File: src/rtl/unary_pkg.sv
// Shared helpers for the RNG-based unary kernels: LFSR8 taps/step, seed fix-up
// and shuffle-index width.
package unary_pkg;

   // x^8+x^6+x^5+x^4+1 as a Fibonacci left-shift feedback mask (bits 7,5,4,3)
   localparam logic [7:0] LFSR8_TAPS = 8'hB8;

   // Widest shuffle index over the legal depths (2..16)
   typedef logic [3:0] idx_w_t;

   function automatic logic [7:0] lfsr8_next(input logic [7:0] s);
      return {s[6:0], ^(s & LFSR8_TAPS)};
   endfunction

   // All-zero is the LFSR lock-up state, so it is mapped to 8'h01
   function automatic logic [7:0] lfsr8_seed(input logic [7:0] s);
      return (s == 8'h00) ? 8'h01 : s;
   endfunction

   function automatic int idx_w(input int depth);
      return $clog2(depth);
   endfunction

endpackage

File: src/rtl/lfsr8.sv
// Free-running 8-bit maximal-length LFSR, period 255, async active-low reset to seed.
module lfsr8
   import unary_pkg::*;
#(
   parameter logic [7:0] SEED = 8'h2D
) (
   input  logic       clk,
   input  logic       rst_n,
   output logic [7:0] state
);

   localparam logic [7:0] SEED_EFF = lfsr8_seed(SEED);

   always_ff @(posedge clk or negedge rst_n) begin
      if (!rst_n) state <= SEED_EFF;
      else        state <= lfsr8_next(state);
   end

endmodule

File: src/rtl/bisquare_shuffle_u.sv
// Stochastic squarer: multiplies the input stream by an LFSR-shuffled, delayed
// copy of itself (XNOR for bipolar, AND for unipolar).
module bisquare_shuffle_u
   import unary_pkg::*;
#(
   parameter int         DEPTH   = 4,
   parameter bit         BIPOLAR = 1'b1,
   parameter logic [7:0] SEED    = 8'h2D
) (
   input  logic clk,
   input  logic rst_n,
   input  logic in,
   output logic out
);

   localparam int IW = idx_w(DEPTH);

   logic [DEPTH-1:0] shuf_q;
   logic [7:0]       lf;
   logic [IW-1:0]    idx;
   logic             d;
   logic             unused_lf;

   lfsr8 #(.SEED(SEED)) u_lfsr (
      .clk   (clk),
      .rst_n (rst_n),
      .state (lf)
   );

   assign idx       = lf[IW-1:0];
   assign unused_lf = ^lf[7:IW];
   assign d         = shuf_q[idx];

   // d always comes from an earlier cycle, so in is never squared against itself
   generate
      if (BIPOLAR) begin : g_bip
         assign out = ~(in ^ d);
      end else begin : g_uni
         assign out = in & d;
      end
   endgenerate

   // Alternating reset pattern starts the buffer at bipolar zero
   always_ff @(posedge clk or negedge rst_n) begin
      if (!rst_n) begin
         for (int i = 0; i < DEPTH; i++) shuf_q[i] <= i[0];
      end else begin
         shuf_q[idx] <= in;
      end
   end

endmodule

File: config.mk
export PLATFORM = sky130hd
export DESIGN_NAME = bisquare_shuffle_u
export DESIGN_NICKNAME = d
export VERILOG_FILES = /design/src/rtl/unary_pkg.sv /design/src/rtl/lfsr8.sv /design/src/rtl/bisquare_shuffle_u.sv
export SDC_FILE = /design/constraint.sdc
export NUM_CORES = 1
export LEC_CHECK = 0
export BUFFER_PORTS_ARGS = -buffer_cell sky130_fd_sc_hd__buf_2
export CAP_MARGIN = 0
export CORE_AREA = 2 2 39 41
export DETAILED_ROUTE_END_ITERATION = 8
export DIE_AREA = 0 0 41 43
export GPL_TIMING_DRIVEN = 0
export SYNTH_ARGS = -nofsm -noshare
export SYNTH_HDL_FRONTEND = slang
export SYNTH_HIERARCHICAL = 1
export SYNTH_SLANG_ARGS = --single-unit
File: constraint.sdc
create_clock -name clk -period 2.4 [get_ports clk]
set_clock_uncertainty 0.1 [all_clocks]
set_input_delay 0.72 -clock clk [delete_from_list [all_inputs] [get_ports clk]]
set_output_delay 0.72 -clock clk [all_outputs]
set_load 0.05 [all_outputs]
==> impl_metrics.tcl <==
set metrics [dict create \
    vias_per_cell 4.29 \
    final_area_um2 536 \
    netlist_instances 25 \
    cp_cell_sequence "mux4_2 -> xnor2_4 -> buf_6" \
    n_antenna_cell 0 \
    ff2ff_path_depth 3 \
    synthDistinctLibCells 10 \
    ios 4 \
    cp.depth 3 \
    crit_start "u_lfsr/state[0]" \
    yosysWarnings 6 \
    fmax_mhz 399 \
    p_per_area_nw_per_um2 713 \
    floorplan.initialDensity_pct 31.2 \
    tightest_slew_ps 250 \
    worstReg2RegStart "u_lfsr/state[0]" \
    crit_path_end_kind "output port" \
    final_nets 37 \
    start_kind "register" \
    path_buf_inv 1 \
    grt_pass1_wl_mm 1.01 \
    post-route-min-period_ps 2510 \
    ys_seq_area_share_pct 71.3 \
    critPathKind "register to output port" \
    cts.reportedPaths.clkPinSlew_ps 70 \
    syn_nets 28 \
    port_buffers 3 \
    final_cells 49 \
    grtUsageTotal_pct 9.65 \
    antenna_found_initial 0 \
    slowest_delay_ps 560 \
    synthArstFlopShare_pct 100 \
    irDropWorstVdd_mv 0.345 \
    routedWlPerCell_um 12.0 \
    firstDrtPassIters 1 \
    utilization_pct 38.7 \
    grt_start_max_net_pins 13 \
    synth_top_area_cell "dfstp_2" \
    rsz0062_at_grt "true" \
    yosys-top-cells-area "dfstp_2 37%, dfrtp_1 35%, mux2_2 10%" \
    ys_ff_latch 12 \
    vias 210 \
    path_max_fanout 2 \
    avgSynthCellArea_um2 17.3 \
    finalHoldViolCount 0 \
    fin_crit_sh_pct 104 \
    ys_top_cells_by_count "6 x dfrtp_1, 6 x dfstp_2, 4 x mux2_2" \
    drc 0 \
    arrival_ps 1690 \
    h-tree-depth 1 \
    slew_viol_final 0 \
    synth_edf_count 0 \
    min_path_type "input port to async pin" \
    die_width_um 41 \
    numCtsBuffers 3 \
    postPlaceCellArea_um2 485 \
    fill_cells 134 \
    area_delta_synth_final_pct 24.1 \
    status "finished, violations left" \
    setup_violations 1 \
    drive_gt1_share_pct 60.6 \
    r2r-end "shuf_q[1]" \
    synth_top_area_share_pct 36.5 \
    overflow 0 \
    required_ps 1580 \
    synth_ff_type "dfstp_2" \
    post-place-cells 44 \
    ant_nets 0 \
    hold_slack_ps 213 \
    max_cap_violations 0 \
    drt-initial-drc-count 0 \
    globalplace.congestion 0.555 \
    synth.cell_area_um2 432 \
    cts_buffer_depth 2 \
    r2r_slack_ps 1070 \
    cts_root_buf "clkbuf_4" \
    clock_latency_ps 260 \
    max_slew_margin_pct 83.4 \
    routed_wl_um 590 \
    cp_slowest_cell "mux4_2" \
    place_hpwl_um 447 \
    violations "setup timing" \
    grt_pass1_vias 236 \
    core-area_um2 1380 \
    clock-sinks 12 \
    fin_ws_ps -105 \
    crit_path_end "out" \
    cts_tree "yes" \
    die_area_um2 1760 \
    path_delay_family "multiplexers" \
    leakagePower_nw 0.241 \
    die_h_um 43 \
    rows 14 \
    finalPower_w 0.000382 \
]
layer usage:
| layer | global-route usage (%) | vias up | share of wire, % | routed length (um) |
|---|---|---|---|---|
| li1 | - | 99 | - | - |
| met1 | 11.1 | 108 | 40 | 235 |
| met2 | 12.8 | 3 | 56 | 333 |
| met3 | 3.14 | 0 | 3.6 | 21 |
| met4 | 10.0 | 0 | 0 | 0 |
| met5 | 0 | - | 0 | 0 |
per-stage QoR:
step,setup WS [ps],TNS (ps)
detailed placement,28.4,0
global placement,42.1,0
CTS,-130,-130
global route,-181,-181
finish,-105,-105
floorplan,110,0
timing repair:
| action | CTS | global route |
|---|---|---|
| hold buffers | 0 | 0 |
| buffers inserted | 1 | 0 |
| gates resized for setup | 2 | 0 |
| setup endpoints to repair | 1 | 1 |
state kept, by name, summed over array words and instances (netlist names):
register / cells
shuf_q: 4
u_lfsr/state: 8
how the worst min path moves through the flow:
stage	end	slack [ps]	depth (start not counted)
finish	u_lfsr/state[6]	210	1
global route	u_lfsr/state[6]	200	1
CTS	u_lfsr/state[6]	210	1
detailed placement	u_lfsr/state[3]	250	0
global placement	u_lfsr/state[7]	240	0
floorplan	u_lfsr/state[7]	230	0
final cells by class:
cell class	count	area [um^2]	share of cell area, %
Multi-Input combinational cell	13	143	26.6
Tap cell	16	20.0	3.74
Clock buffer	4	36.3	6.78
Timing Repair Buffer	4	28.8	5.37
Sequential cell	12	308	57.5
where the power goes:
part | internal, W | switching (W)
Clock | 0.0000920 | 0.0000590
Sequential | 0.000205 | 0.000000858
Combinational | 0.0000105 | 0.0000145
worst register-to-register path: stages (launching register included):
cell	delay, ps
dfstp_2	550
buf_4	120
nor2b_1	150
mux2_2	340
kinds of logic after synthesis:
kind of cell              count (synthesis)  synth area share (%)
muxes                                     5                  15.7
xor gates and xnor gates                  4                  8.12
DFF                                      12                  71.3
and+or+nand+nor                           4                  4.93
cells in the final DEF (no fill, tap or decap):
cell type and n:
mux4_2 1, buf_2 2, and2b_1 1, clkbuf_8 1, buf_6 1, mux2_2 4
dfrtp_1 6, xor2_1 1, nor2_1 1, xnor2_1 2, clkbuf_4 3, nor2b_1 1
xnor2_4 1, nand2_1 1, dfstp_2 6, buf_4 1
Note: power is estimated with default switching activity, not from simulation.
